`config.mk`:
```
export PLATFORM = sky130hd
export DESIGN_NAME = tgmux_scan_ctrl
export DESIGN_NICKNAME = d
export VERILOG_FILES = /design/src/rtl/tgmux_pkg.sv /design/src/rtl/tgmux_nsel.sv /design/src/rtl/tgmux_scan_ctrl.sv
export SDC_FILE = /design/constraint.sdc
export NUM_CORES = 1
export LEC_CHECK = 0
export CORE_ASPECT_RATIO = 0.7
export CORE_MARGIN = 5
export CORE_UTILIZATION = 30
export DETAILED_ROUTE_END_ITERATION = 10
export PLACE_DENSITY = 0.65
export SLEW_MARGIN = 5
export SYNTH_ARGS = -nofsm -noshare
export SYNTH_HDL_FRONTEND = slang
export SYNTH_SLANG_ARGS = --single-unit
```
`constraint.sdc`:
```
create_clock -name clk -period 8.2 [get_ports clk]
set_input_delay 2.05 -clock clk [delete_from_list [all_inputs] [get_ports clk]]
set_output_delay 2.05 -clock clk [all_outputs]
set_load 0.005 [all_outputs]
```
`src/rtl/tgmux_pkg.sv`:
```
// rtl/tgmux_pkg.sv - shared modes, state codes and mask search helper for the TG mux scanner
package tgmux_pkg;

  typedef enum logic [1:0] {
    MODE_FIXED = 2'd0,
    MODE_RR    = 2'd1,
    MODE_MASK  = 2'd2,
    MODE_SWEEP = 2'd3
  } mode_e;

  typedef logic [2:0] state_t;

  localparam state_t ST_IDLE   = 3'd0;
  localparam state_t ST_SWITCH = 3'd1;
  localparam state_t ST_SAMPLE = 3'd2;
  localparam state_t ST_HOLD   = 3'd3;
  localparam state_t ST_NEXT   = 3'd4;

  // Result of a circular mask search: found index, whether the search passed
  // the top of the mask (index at or below the start point), and whether any bit is set.
  typedef struct packed {
    logic [3:0] idx;
    logic       wrap;
    logic       found;
  } nsb_t;

  // Next set bit strictly above cur, circularly; a single set bit equal to cur is found last.
  // Called with cur = 4'hF this returns the lowest set bit of the mask.
  function automatic nsb_t next_set_bit(input logic [15:0] mask, input logic [3:0] cur);
    nsb_t       r;
    logic [3:0] j;
    r = '0;
    for (int i = 1; i <= 16; i++) begin
      j = cur + 4'(i);
      if (!r.found && mask[j]) begin
        r.found = 1'b1;
        r.idx   = j;
        r.wrap  = (j <= cur);
      end
    end
    return r;
  endfunction

endpackage

```
`src/rtl/tgmux_nsel.sv`:
```
// rtl/tgmux_nsel.sv - combinational WIDTH-bit N:1 select on a flattened channel bus
module tgmux_nsel
  import tgmux_pkg::*;
#(
  parameter int NCH   = 4,
  parameter int WIDTH = 8,
  parameter int SELW  = $clog2(NCH)
) (
  input  logic [NCH*WIDTH-1:0] in_data,
  input  logic [SELW-1:0]      sel,
  output logic [WIDTH-1:0]     out_data
);

  // Exactly one channel passes; a select outside 0..NCH-1 passes nothing
  always_comb begin
    out_data = '0;
    for (int k = 0; k < NCH; k++) begin
      if (sel == SELW'(k)) out_data = in_data[k*WIDTH +: WIDTH];
    end
  end

endmodule

```
`src/rtl/tgmux_scan_ctrl.sv`:
```
// rtl/tgmux_scan_ctrl.sv - select sequencer, settle timer and sample handshake for the TG mux array
module tgmux_scan_ctrl
  import tgmux_pkg::*;
#(
  parameter int NCH    = 4,
  parameter int WIDTH  = 8,
  parameter int SETTLE = 2,
  localparam int SELW  = $clog2(NCH)
) (
  input  logic                 clk,
  input  logic                 rst,
  input  logic                 en,
  input  logic [1:0]           mode,
  input  logic [SELW-1:0]      fix_sel,
  input  logic [NCH-1:0]       ch_mask,
  input  logic [NCH*WIDTH-1:0] in_data,
  output logic [SELW-1:0]      sel,
  output logic [WIDTH-1:0]     out_data,
  output logic [SELW-1:0]      out_ch,
  output logic                 out_valid,
  input  logic                 out_ready,
  output logic                 scan_done,
  output logic                 busy
);

  localparam logic [SELW-1:0] LAST_CH     = SELW'(NCH - 1);
  // SWITCH always lasts at least one cycle, so SETTLE of 0 and 1 share the same last count
  localparam logic [3:0]      SETTLE_LAST = (SETTLE == 0) ? 4'd0 : 4'(SETTLE - 1);

  state_t           state;
  logic [SELW-1:0]  sel_q;
  logic [3:0]       cnt;
  logic [WIDTH-1:0] mux_data;
  logic [SELW-1:0]  fix_ch;
  logic [15:0]      mask16;
  nsb_t             first_hit;
  nsb_t             next_hit;
  logic             unused_bits;

  // Out-of-range fixed selects (NCH not a power of two) clamp to the last real channel
  assign fix_ch    = (int'(fix_sel) < NCH) ? fix_sel : LAST_CH;
  assign mask16    = 16'(ch_mask);
  assign first_hit = next_set_bit(mask16, 4'hF);
  assign next_hit  = next_set_bit(mask16, 4'(sel_q));

  assign unused_bits = ^{first_hit.wrap, first_hit.idx, next_hit.idx};

  assign sel  = sel_q;
  assign busy = (state != ST_IDLE);

  tgmux_nsel #(
    .NCH   (NCH),
    .WIDTH (WIDTH),
    .SELW  (SELW)
  ) u_nsel (
    .in_data  (in_data),
    .sel      (sel_q),
    .out_data (mux_data)
  );

  // Scan sequencing, settle counting, capture register and output handshake
  always_ff @(posedge clk) begin
    if (rst) begin
      state     <= ST_IDLE;
      sel_q     <= '0;
      cnt       <= '0;
      out_data  <= '0;
      out_ch    <= '0;
      out_valid <= 1'b0;
      scan_done <= 1'b0;
    end else if (!en) begin
      // Abort: any pending sample is dropped and no sweep end is reported
      state     <= ST_IDLE;
      cnt       <= '0;
      out_valid <= 1'b0;
      scan_done <= 1'b0;
    end else begin
      scan_done <= 1'b0;
      case (state)
        ST_IDLE: begin
          cnt <= '0;
          case (mode_e'(mode))
            MODE_FIXED: begin
              sel_q <= fix_ch;
              state <= ST_SWITCH;
            end
            MODE_RR: begin
              sel_q <= '0;
              state <= ST_SWITCH;
            end
            default: begin
              if (first_hit.found) begin
                sel_q <= first_hit.idx[SELW-1:0];
                state <= ST_SWITCH;
              end
            end
          endcase
        end

        ST_SWITCH: begin
          if (cnt >= SETTLE_LAST) begin
            cnt   <= '0;
            state <= ST_SAMPLE;
          end else begin
            cnt <= cnt + 4'd1;
          end
        end

        ST_SAMPLE: begin
          out_data  <= mux_data;
          out_ch    <= sel_q;
          out_valid <= 1'b1;
          state     <= ST_HOLD;
        end

        ST_HOLD: begin
          if (out_ready) begin
            out_valid <= 1'b0;
            state     <= ST_NEXT;
          end
        end

        ST_NEXT: begin
          case (mode_e'(mode))
            MODE_FIXED: begin
              // Same channel needs no settling, a new one does
              sel_q <= fix_ch;
              state <= (fix_ch == sel_q) ? ST_SAMPLE : ST_SWITCH;
            end
            MODE_RR: begin
              if (sel_q == LAST_CH) begin
                sel_q     <= '0;
                scan_done <= 1'b1;
              end else begin
                sel_q <= sel_q + SELW'(1);
              end
              state <= ST_SWITCH;
            end
            default: begin
              if (!next_hit.found) begin
                state <= ST_IDLE;
              end else begin
                sel_q     <= next_hit.idx[SELW-1:0];
                scan_done <= next_hit.wrap;
                state     <= (next_hit.wrap && mode == MODE_SWEEP) ? ST_IDLE : ST_SWITCH;
              end
            end
          endcase
        end

        default: state <= ST_IDLE;
      endcase
    end
  end

endmodule
```
==> impl_results.html, run 1 <==
<table>
<tr><th>Metric</th><th>Value</th></tr>
<tr><th colspan="2">Cells and area</th></tr>
<tr><td>Fillers</td><td>about 610</td></tr>
<tr><td>Number of antenna diodes</td><td>0</td></tr>
<tr><td>Post-Layout Inst Area</td><td>approximately 2400 um^2</td></tr>
<tr><td>Share of post-route cells with drive strength above 1</td><td>approximately 5.7%</td></tr>
<tr><td>Final Core Density</td><td>between 40% and 50%</td></tr>
<tr><td>Register Area</td><td>around 420 um^2</td></tr>
<tr><td>Count of placed standard cells in the final layout, fillers left out</td><td>354</td></tr>
<tr><td>Area growth syn-to-layout</td><td>36.1%</td></tr>
<tr><td>Area occupied by multi-input gates</td><td>between 1000 and 1500 um^2</td></tr>
<tr><td>Nets@finish</td><td>332</td></tr>
<tr><th colspan="2">Global routing</th></tr>
<tr><td>Overall track demand over capacity in global routing</td><td>between 10% and 20%</td></tr>
<tr><td>Vias in the first global route</td><td>~1800</td></tr>
<tr><td>Pin count of the biggest net entering global routing</td><td>23</td></tr>
<tr><td>Global-route wire length before repair</td><td>~8300 um</td></tr>
<tr><td>Overflow left after global routing</td><td>0</td></tr>
<tr><td>Antenna violations before repair</td><td>0</td></tr>
<tr><th colspan="2">Routing</th></tr>
<tr><td>Routed wire per std cell</td><td>around 14 um</td></tr>
<tr><td>Vias</td><td>about 1900</td></tr>
<tr><td>Detailed Route Iter0 Violations</td><td>93</td></tr>
<tr><td>Pre-Repair DR Iteration Count</td><td>4</td></tr>
<tr><td>Total wirelength of the detailed-routed design</td><td>5130 um</td></tr>
<tr><td>ANT nets after route</td><td>0</td></tr>
<tr><td>Via count normalized by instance count</td><td>roughly 5.4</td></tr>
<tr><td>DRC violations left</td><td>0</td></tr>
<tr><th colspan="2">STA</th></tr>
<tr><td>Worst rel slew slack</td><td>approximately a third</td></tr>
<tr><td>Finish-stage setup viols</td><td>0</td></tr>
<tr><td>Final count of hold timing violations</td><td>0</td></tr>
<tr><td>Layout Skew</td><td>between 0.001 and 0.0015 ns</td></tr>
<tr><td>Share of the cycle needed by the critical path after routing</td><td>between 50% and 60%</td></tr>
<tr><td>Setup repair after global routing missed its margin</td><td>false</td></tr>
<tr><td>Max Clock Freq</td><td>between 200 and 250 MHz</td></tr>
<tr><td>Count of pins over their slew limit</td><td>0</td></tr>
<tr><td>Worst Hold Margin</td><td>approximately 0.47 ns</td></tr>
<tr><td>Sum of negative setup slack</td><td>0 ns</td></tr>
<tr><td>Min Tclk post-route</td><td>around 4.2 ns</td></tr>
<tr><td>Worst Tran Pin Value</td><td>1.01 ns</td></tr>
<tr><th colspan="2">Floorplanning</th></tr>
<tr><td>Std-Cell Rows</td><td>23</td></tr>
<tr><td>IO Count</td><td>about 60</td></tr>
<tr><td>Floorplan core area</td><td>about 5800 um^2</td></tr>
<tr><td>Chip Width</td><td>~100 um</td></tr>
<tr><td>Starting Density</td><td>between 30 and 40%</td></tr>
<tr><td>Vertical extent of the die</td><td>74.5 um</td></tr>
<tr><td>Floorplan die area</td><td>approximately 7600 um^2</td></tr>
<tr><th colspan="2">Synthesis</th></tr>
<tr><td>Register bit total from synthesis</td><td>21</td></tr>
<tr><td>Sequential cell area fraction in the yosys report</td><td>a little under a quarter</td></tr>
<tr><td>Synth top cells by count</td><td>27 x sky130_fd_sc_hd__a21oi_1, 26 x sky130_fd_sc_hd__nor2_1, 22 x sky130_fd_sc_hd__nand2_1, 21 x sky130_fd_sc_hd__dfxtp_1, 16 x sky130_fd_sc_hd__o21ai_0</td></tr>
<tr><td>Syn avg cell area</td><td>roughly 7.6 um^2</td></tr>
<tr><td>Largest area contributor in the netlist</td><td>sky130_fd_sc_hd__dfxtp_1</td></tr>
<tr><td>Synth Flop Type</td><td>sky130_fd_sc_hd__dfxtp_1</td></tr>
<tr><td>Post-Synthesis Cells</td><td>about 240</td></tr>
<tr><td>Largest cells by area after synthesis</td><td>sky130_fd_sc_hd__dfxtp_1 24%, sky130_fd_sc_hd__a21oi_1 7.6%, sky130_fd_sc_hd__mux2i_1 6.2%</td></tr>
<tr><td>Summed instance area of the synthesized netlist</td><td>around 1800 um^2</td></tr>
<tr><td>Library cells used by synthesis</td><td>between 40 and 50</td></tr>
<tr><td>Mapped Nets</td><td>between 200 and 300</td></tr>
<tr><td>Portion of synthesized cell area occupied by the leading cell type</td><td>23.5%</td></tr>
<tr><td>Yosys warning total</td><td>0</td></tr>
<tr><td>Post-synth EDFFs</td><td>0</td></tr>
<tr><td>Cell with the most instances after synthesis</td><td>sky130_fd_sc_hd__a21oi_1</td></tr>
<tr><td>FFs w/ async S/R, synth</td><td>0%</td></tr>
<tr><th colspan="2">CTS</th></tr>
<tr><td>Number of buffers added to fix hold violations after cts</td><td>0</td></tr>
<tr><td>Clock Tree Buf Depth</td><td>2</td></tr>
<tr><td>Number of post-CTS setup repair buffers</td><td>0</td></tr>
<tr><td>Worst-skew pair later-pin latency</td><td>between 0.2 and 0.3 ns</td></tr>
<tr><td>Clock net sink count</td><td>21</td></tr>
<tr><td>Number of buffers inserted during clock tree synthesis</td><td>3</td></tr>
<tr><td>Buffer type at the clock tree root</td><td>sky130_fd_sc_hd__clkbuf_8</td></tr>
<tr><td>TritonCTS clock tree</td><td>built</td></tr>
<tr><td>Max H-tree Level</td><td>1</td></tr>
<tr><td>Clock-pin slew of the registers on the worst-case setup and hold paths</td><td>about 0.070 ns</td></tr>
<tr><td>Resized Gates After CTS</td><td>0</td></tr>
<tr><th colspan="2">Worst setup path</th></tr>
<tr><td>Standard cell with the maximum stage delay on the critical path</td><td>sky130_fd_sc_hd__mux4_2</td></tr>
<tr><td>Critical path type</td><td>in -&gt; reg</td></tr>
<tr><td>Max incr delay on CP</td><td>0.63 ns</td></tr>
<tr><td>Crit-path cells</td><td>clkdlybuf4s50_1 &gt; mux4_2 &gt; nor3_4 &gt; a21boi_2 &gt; and3_1 &gt; or4_1 &gt; o21ai_1</td></tr>
<tr><td>Crit path DAT</td><td>4.38 ns</td></tr>
<tr><td>Endpoint class of the critical path</td><td>flop</td></tr>
<tr><td>Kind of launch point of the worst setup path</td><td>primary input</td></tr>
<tr><td>Endpoint required time on the critical path</td><td>between 8 and 9 ns</td></tr>
<tr><td>Sum of buffers and inverters on the critical path</td><td>1</td></tr>
<tr><td>Highest net fanout along the worst path</td><td>12</td></tr>
<tr><td>Cell type group with the largest total delay on the critical path</td><td>simple AND/OR/NAND/NOR gates</td></tr>
<tr><th colspan="2">Power and ir drop</th></tr>
<tr><td>Leakage dissipation</td><td>slightly above 0.0008 uW</td></tr>
<tr><td>Worst ir drop on vdd</td><td>approximately 0.065 mV</td></tr>
<tr><td>Pwr/cell area</td><td>roughly 110 nW/um^2</td></tr>
<tr><th colspan="2">Placement</th></tr>
<tr><td>Number of instances in the placed design</td><td>350</td></tr>
<tr><td>Routability cong.</td><td>between 0.8 and 0.9</td></tr>
<tr><td>Cell area after placement</td><td>2380 um^2</td></tr>
<tr><td>Port bufs</td><td>58</td></tr>
<tr><td>Sum of net half-perimeters after detailed placement</td><td>3960 um</td></tr>
<tr><th colspan="2">Outcome</th></tr>
<tr><td>Status</td><td>finished clean</td></tr>
<tr><th colspan="2">Flow run</th></tr>
<tr><td>Number of maximum-capacitance constraint violations</td><td>0</td></tr>
<tr><th colspan="2">Worst hold path</th></tr>
<tr><td>Kind of path behind the tightest hold check</td><td>reg -&gt; reg</td></tr>
</table>
==> worst reg2reg max path: stages, from the launching register on <==
cell and delay [ns]:
sky130_fd_sc_hd__dfxtp_1 0.65, sky130_fd_sc_hd__inv_1 0.26, sky130_fd_sc_hd__ha_1 0.66, sky130_fd_sc_hd__mux4_2 0.40, sky130_fd_sc_hd__nor2b_1 0.28, sky130_fd_sc_hd__o32ai_1 0.14, sky130_fd_sc_hd__and3_1 0.21, sky130_fd_sc_hd__or4_1 0.47
sky130_fd_sc_hd__o21ai_1 0.12
==> per-stage QoR <==
step,power (uW),setup WS (ns)
after detailed placement,194,3.78
final,260,4.02
after global routing,274,3.94
after global placement,194,3.82
after floorplan,160,4.38
after CTS,263,4.04
==> report_power, final <==
group | internal [uW] | switching [uW]
Sequential | 103 | 2.74
Combinational | 45.7 | 41.2
Clock | 34.6 | 33.0
==> layout make-up <==
type	count	area share, %
Multi-Input combinational cell	188	51.7
Timing Repair Buffer	59	24.2
Sequential cell	21	17.3
Tap cell	75	3.86
Clock buffer	4	1.85
Inverter	7	1.08
==> sequential cells by signal (all words and copies together), names as in the netlist <==
| register | cells |
|---|---|
| cnt | 4 |
| scan_done | 1 |
| sel | 2 |
| out_ch | 2 |
| out_valid | 1 |
| state | 3 |
| out_data | 8 |
==> logic make-up (layout without fill, tap and decap cells) <==
group                    after synthesis  after routing  share of synthesized area, %
AND/OR/NAND/NOR                       90             90                          26.4
AO/OA/AOI/OAI                         71             71                          24.7
buffers and inverters                 26             70                          6.38
flip-flops                            21             21                          23.5
multiplexers                          16             16                          11.8
adder cells (fa/ha/maj)                8              8                          5.61
XOR/XNOR                               3              3                          1.47
==> path summary, 6_finish.rpt <==
check                           depth (start not counted)  slack, ns                 from             endpoint
worst max-delay path                                    7       4.02           ch_mask[3]  sel[0]$_SDFFE_PP0P_
worst min register to register                          2       0.47  cnt[2]$_SDFFE_PP0P_  cnt[2]$_SDFFE_PP0P_
worst max register to register                          8       4.97  sel[1]$_SDFFE_PP0P_  sel[0]$_SDFFE_PP0P_
worst min-delay path                                    2       0.47  cnt[2]$_SDFFE_PP0P_  cnt[2]$_SDFFE_PP0P_
==> placed cells by master (no fill, tap or decap), drive strengths merged, types with 2 or more instances in the layout <==
master and n:
dfxtp 21, inv 7, mux2i 11, clkbuf 4
nand4 3, xnor2 3, nand3b 8, nand2b 4
nand2 22, clkdlybuf4s50 58, a221oi 2, or2 2
o32ai 2, nor3 6, o21ai 17, and3 4
a21oi 27, o311ai 2, o211ai 7, nor2 26
mux4 4, a211oi 4, nor2b 4, nor3b 4
o22ai 2, ha 8
==> metal layers <==
metal	global-route usage, %	wire [um]
met1	18.9	2360
met4	1.16	22
met5	0	0
met3	7.50	684
met2	19.2	2070
Power figures use the tool's default switching activity.
==> inputs of run 2 (changes only) <==
==> constraint.sdc (replaced) <==
create_clock -name clk -period 3.9 [get_ports clk]
set_input_delay 0.975 -clock clk [delete_from_list [all_inputs] [get_ports clk]]
set_output_delay 0.975 -clock clk [all_outputs]
set_load 0.005 [all_outputs]
==> run 2 against run 1 <==
Net effect: core utilization grew 0.26 points; non-clock buffer count is 2 higher; cell area is 0.62% higher; global-route usage rose by 0.84 points; via count decreased by 1.5%; sequential cell count is the same; wire length up 2.0%; clock power rose by 110%; sequential share of layout area shrank 0.11 points.
==> impl_results.html, run 2 (same netlist as run 1, synthesis figures left out) <==
<table>
<tr><th>Metric</th><th>Value</th></tr>
<tr><th colspan="2">CTS</th></tr>
<tr><td>Resized Gates After CTS</td><td>0 (unchanged)</td></tr>
<tr><td>Clock-pin slew of the registers on the worst-case setup and hold paths</td><td>0.07 ns (about the same)</td></tr>
<tr><td>Number of buffers inserted during clock tree synthesis</td><td>3 (unchanged)</td></tr>
<tr><td>Number of post-CTS setup repair buffers</td><td>0 (unchanged)</td></tr>
<tr><td>Clock net sink count</td><td>21 (unchanged)</td></tr>
<tr><td>Buffer type at the clock tree root</td><td>sky130_fd_sc_hd__clkbuf_8</td></tr>
<tr><td>Clock Tree Buf Depth</td><td>2 (unchanged)</td></tr>
<tr><td>TritonCTS clock tree</td><td>built</td></tr>
<tr><td>Max H-tree Level</td><td>1 (unchanged)</td></tr>
<tr><td>Number of buffers added to fix hold violations after cts</td><td>0 (unchanged)</td></tr>
<tr><td>Worst-skew pair later-pin latency</td><td>0.26 ns (about the same)</td></tr>
<tr><th colspan="2">Worst setup path</th></tr>
<tr><td>Terminus of the critical flop-to-flop path</td><td>sel[0]$_SDFFE_PP0P_</td></tr>
<tr><td>Endpoint class of the critical path</td><td>flop</td></tr>
<tr><td>Reg2reg path depth</td><td>8 (unchanged)</td></tr>
<tr><td>Kind of launch point of the worst setup path</td><td>primary input</td></tr>
<tr><td>FF-to-FF setup slack</td><td>1.14 ns (-3.83 ns)</td></tr>
<tr><td>Highest net fanout along the worst path</td><td>12 (unchanged)</td></tr>
<tr><td>Crit path DAT</td><td>3.30 ns (-1.08 ns)</td></tr>
<tr><td>Critical path type</td><td>in -&gt; reg</td></tr>
<tr><td>Endpoint required time on the critical path</td><td>4.10 ns (-4.30 ns)</td></tr>
<tr><td>Reg2reg start</td><td>sel[0]$_SDFFE_PP0P_</td></tr>
<tr><th colspan="2">Cells and area</th></tr>
<tr><td>Top library cells by usage in the layout, fill and taps aside</td><td>58 x sky130_fd_sc_hd__clkdlybuf4s50_1, 27 x sky130_fd_sc_hd__a21oi_1, 26 x sky130_fd_sc_hd__nor2_1</td></tr>
<tr><td>Area growth syn-to-layout</td><td>36.9%</td></tr>
<tr><td>Max FFs per register</td><td>8 (unchanged)</td></tr>
<tr><td>Most common cell after layout, fill and taps aside</td><td>sky130_fd_sc_hd__clkdlybuf4s50_1</td></tr>
<tr><td>Count of placed standard cells in the final layout, fillers left out</td><td>356 (+0.56%)</td></tr>
<tr><td>Share of post-route cells with drive strength above 1</td><td>6.41% (+0.67 points)</td></tr>
<tr><td>Biggest register</td><td>out_data</td></tr>
<tr><td>Nets@finish</td><td>334 (+0.60%)</td></tr>
<tr><td>Number of antenna diodes</td><td>0 (unchanged)</td></tr>
<tr><td>Fillers</td><td>596 (-2.0%)</td></tr>
<tr><td>Post-Layout Inst Area</td><td>2440 um^2 (+0.62%)</td></tr>
<tr><td>Largest registers ranked by flip-flop count</td><td>out_data x8, cnt x4, state x3</td></tr>
<tr><th colspan="2">Floorplanning</th></tr>
<tr><td>Std-Cell Rows</td><td>23 (unchanged)</td></tr>
<tr><td>Starting Density</td><td>31.0% (unchanged)</td></tr>
<tr><td>Vertical extent of the die</td><td>74.5 um (unchanged)</td></tr>
<tr><td>Floorplan die area</td><td>7620 um^2 (unchanged)</td></tr>
<tr><td>Chip Width</td><td>102 um (unchanged)</td></tr>
<tr><td>Floorplan core area</td><td>5760 um^2 (unchanged)</td></tr>
<tr><td>IO Count</td><td>59 (unchanged)</td></tr>
<tr><th colspan="2">Global routing</th></tr>
<tr><td>Overflow left after global routing</td><td>0 (unchanged)</td></tr>
<tr><td>Vias in the first global route</td><td>1857 (+3.9%)</td></tr>
<tr><td>Antenna violations before repair</td><td>0 (unchanged)</td></tr>
<tr><td>Global-route wire length before repair</td><td>8760 um (+5.9%)</td></tr>
<tr><td>Pin count of the biggest net entering global routing</td><td>23 (unchanged)</td></tr>
<tr><td>Overall track demand over capacity in global routing</td><td>14.4% (+0.84 points)</td></tr>
<tr><th colspan="2">Flow run</th></tr>
<tr><td>Number of maximum-capacitance constraint violations</td><td>0 (unchanged)</td></tr>
<tr><th colspan="2">STA</th></tr>
<tr><td>Count of pins over their slew limit</td><td>0 (unchanged)</td></tr>
<tr><td>Finish-stage setup viols</td><td>0 (unchanged)</td></tr>
<tr><td>Layout Skew</td><td>0.000770 ns (-0.000495 ns)</td></tr>
<tr><td>Worst rel slew slack</td><td>51.5% (+19 points)</td></tr>
<tr><td>Setup repair after global routing missed its margin</td><td>false</td></tr>
<tr><td>Sum of negative setup slack</td><td>0 ns (unchanged)</td></tr>
<tr><td>Worst Tran Pin Value</td><td>0.728 ns (-0.286 ns)</td></tr>
<tr><td>Share of the cycle needed by the critical path after routing</td><td>79.6%</td></tr>
<tr><td>Max Clock Freq</td><td>approximately 320 MHz</td></tr>
<tr><td>Min Tclk post-route</td><td>just over 3 ns</td></tr>
<tr><td>Final count of hold timing violations</td><td>0 (unchanged)</td></tr>
<tr><th colspan="2">Worst hold path</th></tr>
<tr><td>Endpoint of the worst hold path</td><td>cnt[2]$_SDFFE_PP0P_</td></tr>
<tr><td>Hold Path Origin</td><td>cnt[2]$_SDFFE_PP0P_</td></tr>
<tr><td>Cell count of the worst hold path</td><td>2 (unchanged)</td></tr>
<tr><td>Kind of path behind the tightest hold check</td><td>reg -&gt; reg</td></tr>
<tr><th colspan="2">Routing</th></tr>
<tr><td>Met3 Wirelength</td><td>658 um (-3.8%)</td></tr>
<tr><td>ANT nets after route</td><td>0 (unchanged)</td></tr>
<tr><td>Routed wire per std cell</td><td>14.7 um (+1.5%)</td></tr>
<tr><td>Pre-Repair DR Iteration Count</td><td>4 (unchanged)</td></tr>
<tr><td>Routed length on met2</td><td>2190 um (+5.7%)</td></tr>
<tr><td>Vias</td><td>1869 (-1.5%)</td></tr>
<tr><td>Detailed Route Iter0 Violations</td><td>80 (-14%)</td></tr>
<tr><td>Detailed-routing wirelength on met1</td><td>2360 um (+0.17%)</td></tr>
<tr><td>Via count normalized by instance count</td><td>5.25 (-2.1%)</td></tr>
<tr><td>DRC violations left</td><td>0 (unchanged)</td></tr>
<tr><td>Max layer used</td><td>met4</td></tr>
<tr><td>Total wirelength of the detailed-routed design</td><td>5240 um (+2.0%)</td></tr>
<tr><th colspan="2">Power and ir drop</th></tr>
<tr><td>Worst ir drop on vdd</td><td>0.0968 mV (+49%)</td></tr>
<tr><td>Leakage dissipation</td><td>0.000839 uW (+1.3%)</td></tr>
<tr><td>Power, Total</td><td>548 uW (+110%)</td></tr>
<tr><td>Pwr/cell area</td><td>224 nW/um^2 (+110%)</td></tr>
<tr><th colspan="2">Placement</th></tr>
<tr><td>Port bufs</td><td>58 (unchanged)</td></tr>
<tr><td>Sum of net half-perimeters after detailed placement</td><td>4020 um (+1.4%)</td></tr>
<tr><td>Number of instances in the placed design</td><td>352 (+0.57%)</td></tr>
<tr><td>Routability cong.</td><td>0.818 (-0.67%)</td></tr>
<tr><td>Cell area after placement</td><td>2400 um^2 (+0.63%)</td></tr>
<tr><th colspan="2">Outcome</th></tr>
<tr><td>Status</td><td>finished clean</td></tr>
</table>
## run 2: metal layers
| metal | GRT usage [%] | up-vias |
|---|---|---|
| li1 | - | 943 |
| met1 | 18.7 | 834 |
| met2 | 22.0 | 85 |
| met3 | 7.50 | 7 |
| met4 | 2.18 | 0 |
| met5 | 0 | - |
## run 2: worst max-delay path by stage
stage	startpoint	to	slack (ns)	depth (start not counted)
2_1_floorplan	ch_mask[2]	sel[0]$_SDFFE_PP0P_	1.16	7
3_3_place_gp	ch_mask[3]	sel[0]$_SDFFE_PP0P_	0.60	7
3_5_place_dp	ch_mask[3]	sel[1]$_SDFFE_PP0P_	0.54	7
4_1_cts	ch_mask[3]	sel[1]$_SDFFE_PP0P_	0.81	7
5_1_grt	ch_mask[3]	sel[0]$_SDFFE_PP0P_	0.63	7
6_report	ch_mask[3]	sel[0]$_SDFFE_PP0P_	0.80	7
## run 2: critical path, cell delays in order
cell and delay, ns:
sky130_fd_sc_hd__clkdlybuf4s50_1 0.60, sky130_fd_sc_hd__mux4_2 0.64, sky130_fd_sc_hd__nor3_4 0.24, sky130_fd_sc_hd__a21boi_2 0.09, sky130_fd_sc_hd__and3_1 0.17, sky130_fd_sc_hd__or4_1 0.46, sky130_fd_sc_hd__o21ai_1 0.12
## run 2: through the flow
stage	util, %	hold WS (ns)	worst slack, ns
finish	42.5	0.468	0.796
global route	42.5	0.493	0.633
CTS	42.5	0.469	0.811
detailed placement	41.7	0.458	0.543
global placement	41.7	0.442	0.597
floorplan	-	0.432	1.16
## run 2: where the power goes
part | total (uW) | internal [uW] | switching, uW
registers | 220 | 217 | 3.23
logic | 187 | 97.0 | 89.9
clock network | 141 | 72.7 | 68.6
## run 2: cell type report
type | instances | area (um^2) | share of cell area, %
inverters | 7 | 26.3 | 1.07
repair buffers | 61 | 603 | 24.7
flip-flops and latches | 21 | 420 | 17.2
well taps | 75 | 93.8 | 3.84
clock buffers | 4 | 45.0 | 1.84
multi-input cells | 188 | 1260 | 51.4
==> inputs of run 3 (changes only) <==
--- a/config.mk
+++ b/config.mk
@@ -9,7 +9,7 @@
 export CORE_MARGIN = 5
 export CORE_UTILIZATION = 30
 export DETAILED_ROUTE_END_ITERATION = 10
-export PLACE_DENSITY = 0.65
+export PLACE_DENSITY = 0.67
 export SLEW_MARGIN = 5
 export SYNTH_ARGS = -nofsm -noshare
 export SYNTH_HDL_FRONTEND = slang
==> constraint.sdc (replaced) <==
create_clock -name clk -period 2.7 [get_ports clk]
set_input_delay 0.675 -clock clk [delete_from_list [all_inputs] [get_ports clk]]
set_output_delay 0.675 -clock clk [all_outputs]
set_load 0.005 [all_outputs]
==> run 3 against run 2 <==
Net effect: wire length increased by 3.6%; critical path depth is the same; non-clock buffer count increased by 26; global-route usage is 0.58 points higher; first-iteration DRC count fell by 6.3%; sequential cell count is the same; die area unchanged; critical path type unchanged.
==> impl_results.html, run 3 (same netlist as run 1, synthesis figures left out) <==
<table>
<tr><th>Metric</th><th>Value</th></tr>
<tr><th colspan="2">Worst setup path</th></tr>
<tr><td>Endpoint required time on the critical path</td><td>2.90 ns (-1.20 ns)</td></tr>
<tr><td>Standard cell with the maximum stage delay on the critical path</td><td>sky130_fd_sc_hd__mux4_2</td></tr>
<tr><td>Endpoint class of the critical path</td><td>flop</td></tr>
<tr><td>Critical path type</td><td>in -&gt; reg</td></tr>
<tr><td>Crit-path cells</td><td>clkdlybuf4s50_1 &gt; mux4_2 &gt; nor3_4 &gt; a21boi_2 &gt; and3_1 &gt; or4_1 &gt; o21ai_1</td></tr>
<tr><td>Sum of buffers and inverters on the critical path</td><td>1 (unchanged)</td></tr>
<tr><td>Crit path DAT</td><td>2.82 ns (-0.48 ns)</td></tr>
<tr><td>Cell type group with the largest total delay on the critical path</td><td>simple AND/OR/NAND/NOR gates</td></tr>
<tr><td>Kind of launch point of the worst setup path</td><td>primary input</td></tr>
<tr><td>Max incr delay on CP</td><td>0.57 ns (-0.07 ns)</td></tr>
<tr><td>Highest net fanout along the worst path</td><td>5 (-7)</td></tr>
<tr><th colspan="2">Cells and area</th></tr>
<tr><td>Share of post-route cells with drive strength above 1</td><td>15.0% (+8.6 points)</td></tr>
<tr><td>Area occupied by multi-input gates</td><td>1260 um^2 (+0.50%)</td></tr>
<tr><td>Register Area</td><td>420 um^2 (unchanged)</td></tr>
<tr><td>Number of antenna diodes</td><td>0 (unchanged)</td></tr>
<tr><td>Max FFs per register</td><td>8 (unchanged)</td></tr>
<tr><td>Nets@finish</td><td>360 (+7.8%)</td></tr>
<tr><td>Area growth syn-to-layout</td><td>48.4%</td></tr>
<tr><td>Fillers</td><td>594 (-0.34%)</td></tr>
<tr><td>Top library cells by usage in the layout, fill and taps aside</td><td>57 x sky130_fd_sc_hd__clkdlybuf4s50_1, 29 x sky130_fd_sc_hd__buf_4, 26 x sky130_fd_sc_hd__nor2_1, 26 x sky130_fd_sc_hd__a21oi_1, 22 x sky130_fd_sc_hd__nand2_1</td></tr>
<tr><td>Largest registers ranked by flip-flop count</td><td>out_data x8, cnt x4, state x3</td></tr>
<tr><td>Biggest register</td><td>out_data</td></tr>
<tr><td>Most common cell after layout, fill and taps aside</td><td>sky130_fd_sc_hd__clkdlybuf4s50_1</td></tr>
<tr><td>Final Core Density</td><td>46.0% (+3.5 points)</td></tr>
<tr><th colspan="2">Worst hold path</th></tr>
<tr><td>Kind of path behind the tightest hold check</td><td>reg -&gt; reg</td></tr>
<tr><th colspan="2">Power and ir drop</th></tr>
<tr><td>Share of power burned in registers</td><td>37.9% (-2.2 points)</td></tr>
<tr><td>Pwr/cell area</td><td>316 nW/um^2 (+41%)</td></tr>
<tr><td>Power share of the clock group</td><td>24.3% (-1.5 points)</td></tr>
<tr><td>Internal cell power</td><td>593 uW (+54%)</td></tr>
<tr><td>Gate power share</td><td>37.8% (+3.7 points)</td></tr>
<tr><td>Leakage dissipation</td><td>0.000975 uW (+16%)</td></tr>
<tr><td>Worst ir drop on vdd</td><td>0.212 mV (+120%)</td></tr>
<tr><td>Net switching share of the total power</td><td>29.2% (-0.34 points)</td></tr>
<tr><td>Switching power</td><td>244 uW (+51%)</td></tr>
<tr><th colspan="2">STA</th></tr>
<tr><td>Final worst setup slack</td><td>0.0785 ns (-0.718 ns)</td></tr>
<tr><td>Min Tclk post-route</td><td>between 2 and 3 ns</td></tr>
<tr><td>Finish-stage setup viols</td><td>0 (unchanged)</td></tr>
<tr><td>Share of the cycle needed by the critical path after routing</td><td>approximately 97%</td></tr>
<tr><td>Setup repair after global routing missed its margin</td><td>false</td></tr>
<tr><td>Worst rel slew slack</td><td>49.1% (-2.4 points)</td></tr>
<tr><td>Max Clock Freq</td><td>between 300 and 400 MHz</td></tr>
<tr><td>Worst Tran Pin Value</td><td>0.762 ns (+0.0346 ns)</td></tr>
<tr><td>Layout Skew</td><td>0.00292 ns (+0.00215 ns)</td></tr>
<tr><td>Final count of hold timing violations</td><td>0 (unchanged)</td></tr>
<tr><td>Count of pins over their slew limit</td><td>0 (unchanged)</td></tr>
<tr><th colspan="2">Floorplanning</th></tr>
<tr><td>Std-Cell Rows</td><td>23 (unchanged)</td></tr>
<tr><td>Starting Density</td><td>31.0% (unchanged)</td></tr>
<tr><td>Chip Width</td><td>102 um (unchanged)</td></tr>
<tr><td>Floorplan die area</td><td>7620 um^2 (unchanged)</td></tr>
<tr><td>Floorplan core area</td><td>5760 um^2 (unchanged)</td></tr>
<tr><td>IO Count</td><td>59 (unchanged)</td></tr>
<tr><td>Vertical extent of the die</td><td>74.5 um (unchanged)</td></tr>
<tr><th colspan="2">CTS</th></tr>
<tr><td>Clock Tree Buf Depth</td><td>2 (unchanged)</td></tr>
<tr><td>Max H-tree Level</td><td>1 (unchanged)</td></tr>
<tr><td>Worst-skew pair later-pin latency</td><td>0.26 ns (about the same)</td></tr>
<tr><td>Number of post-CTS setup repair buffers</td><td>0 (unchanged)</td></tr>
<tr><td>TritonCTS clock tree</td><td>built</td></tr>
<tr><td>Clock net sink count</td><td>21 (unchanged)</td></tr>
<tr><td>Number of buffers added to fix hold violations after cts</td><td>0 (unchanged)</td></tr>
<tr><td>Clock-pin slew of the registers on the worst-case setup and hold paths</td><td>0.07 ns (about the same)</td></tr>
<tr><td>Buffer type at the clock tree root</td><td>sky130_fd_sc_hd__clkbuf_8</td></tr>
<tr><td>Number of buffers inserted during clock tree synthesis</td><td>3 (unchanged)</td></tr>
<tr><th colspan="2">Global routing</th></tr>
<tr><td>Global-route wire length before repair</td><td>9070 um (+3.5%)</td></tr>
<tr><td>Pin count of the biggest net entering global routing</td><td>19 (-17%)</td></tr>
<tr><td>Overall track demand over capacity in global routing</td><td>15.0% (+0.58 points)</td></tr>
<tr><td>Antenna violations before repair</td><td>0 (unchanged)</td></tr>
<tr><td>Vias in the first global route</td><td>1891 (+1.8%)</td></tr>
<tr><td>Overflow left after global routing</td><td>0 (unchanged)</td></tr>
<tr><th colspan="2">Placement</th></tr>
<tr><td>Routability cong.</td><td>0.920 (+12%)</td></tr>
<tr><td>Port bufs</td><td>58 (unchanged)</td></tr>
<tr><td>Worst-case setup slack after placement</td><td>-0.177 ns (-0.720 ns)</td></tr>
<tr><td>Sum of net half-perimeters after detailed placement</td><td>4330 um (+7.8%)</td></tr>
<tr><th colspan="2">Routing</th></tr>
<tr><td>Via count normalized by instance count</td><td>5.15 (-1.8%)</td></tr>
<tr><td>Total wirelength of the detailed-routed design</td><td>5430 um (+3.6%)</td></tr>
<tr><td>Pre-Repair DR Iteration Count</td><td>4 (unchanged)</td></tr>
<tr><td>Routed wire per std cell</td><td>14.2 um (-3.4%)</td></tr>
<tr><td>Detailed Route Iter0 Violations</td><td>75 (-6.3%)</td></tr>
<tr><td>DRC violations left</td><td>0 (unchanged)</td></tr>
<tr><td>Vias</td><td>1969 (+5.4%)</td></tr>
<tr><td>ANT nets after route</td><td>0 (unchanged)</td></tr>
<tr><th colspan="2">Outcome</th></tr>
<tr><td>Status</td><td>finished clean</td></tr>
<tr><th colspan="2">Flow run</th></tr>
<tr><td>Number of maximum-capacitance constraint violations</td><td>0 (unchanged)</td></tr>
</table>
## run 3: cell types whose count changed in the layout (fill, tap and decap cells not counted)
cell,previous run,this run
sky130_fd_sc_hd__buf_4,3,29
sky130_fd_sc_hd__a21oi_1,27,26
sky130_fd_sc_hd__a21oi_2,0,1
sky130_fd_sc_hd__clkdlybuf4s50_1,58,57
sky130_fd_sc_hd__dlymetal6s2s_1,0,1
sky130_fd_sc_hd__nor2b_1,4,3
sky130_fd_sc_hd__nor2b_2,0,1
## run 3: area by class of cell
class                   count  area share [%]
inverters                   7           0.992
repair buffers             87            30.2
flip-flops and latches     21            15.9
well taps                  75            3.54
clock buffers               4            1.70
multi-input cells         188            47.7
## run 3: final timing paths
kind                       start  depth (start not counted)             endpoint  slack [ns]
max reg2reg  sel[0]$_SDFFE_PP0P_                          9  sel[1]$_SDFFE_PP0P_        0.24
min          cnt[2]$_SDFFE_PP0P_                          2  cnt[2]$_SDFFE_PP0P_        0.46
max                   ch_mask[2]                          7  sel[0]$_SDFFE_PP0P_        0.08
min reg2reg  cnt[2]$_SDFFE_PP0P_                          2  cnt[2]$_SDFFE_PP0P_        0.46
## run 3: what timing repair did
item                                    in CTS  in global routing
endpoints found under the hold margin        0                  0
gates resized for setup                      0                  3
endpoints found under the setup margin       0                  2
## run 3: tightest hold or removal path: stages (launching register included)
cell and delay, ns:
sky130_fd_sc_hd__dfxtp_1 0.32, sky130_fd_sc_hd__nand2_1 0.05, sky130_fd_sc_hd__a21oi_1 0.05
## run 3: per-stage QoR
step	power, uW	setup TNS (ns)	instances	hold WS [ns]	instance area (um^2)
detailed placement	637	-0.580	378	0.453	2590
CTS	840	0	382	0.464	2640
global route	886	0	382	0.475	2650
global placement	634	-0.363	378	0.443	2590
floorplan	487	0	235	0.432	1790
finish	838	0	382	0.461	2650
## run 3: per-layer routing
| layer | track usage [%] | share of wire [%] |
|---|---|---|
| met1 | 22.2 | 50 |
| met2 | 20.7 | 39 |
| met3 | 6.19 | 11 |
| met4 | 2.18 | 0.44 |
| met5 | 0 | 0 |
## run 3: power groups by stage
| stage | logic (uW) | registers (uW) | clock network, uW |
|---|---|---|---|
| 2_1_floorplan | 164 | 323 | 0 |
| 3_3_place_gp | 309 | 325 | 0 |
| 3_5_place_dp | 312 | 325 | 0 |
| 4_1_cts | 314 | 318 | 208 |
| 5_1_grt | 346 | 318 | 222 |
| 6_report | 317 | 318 | 203 |
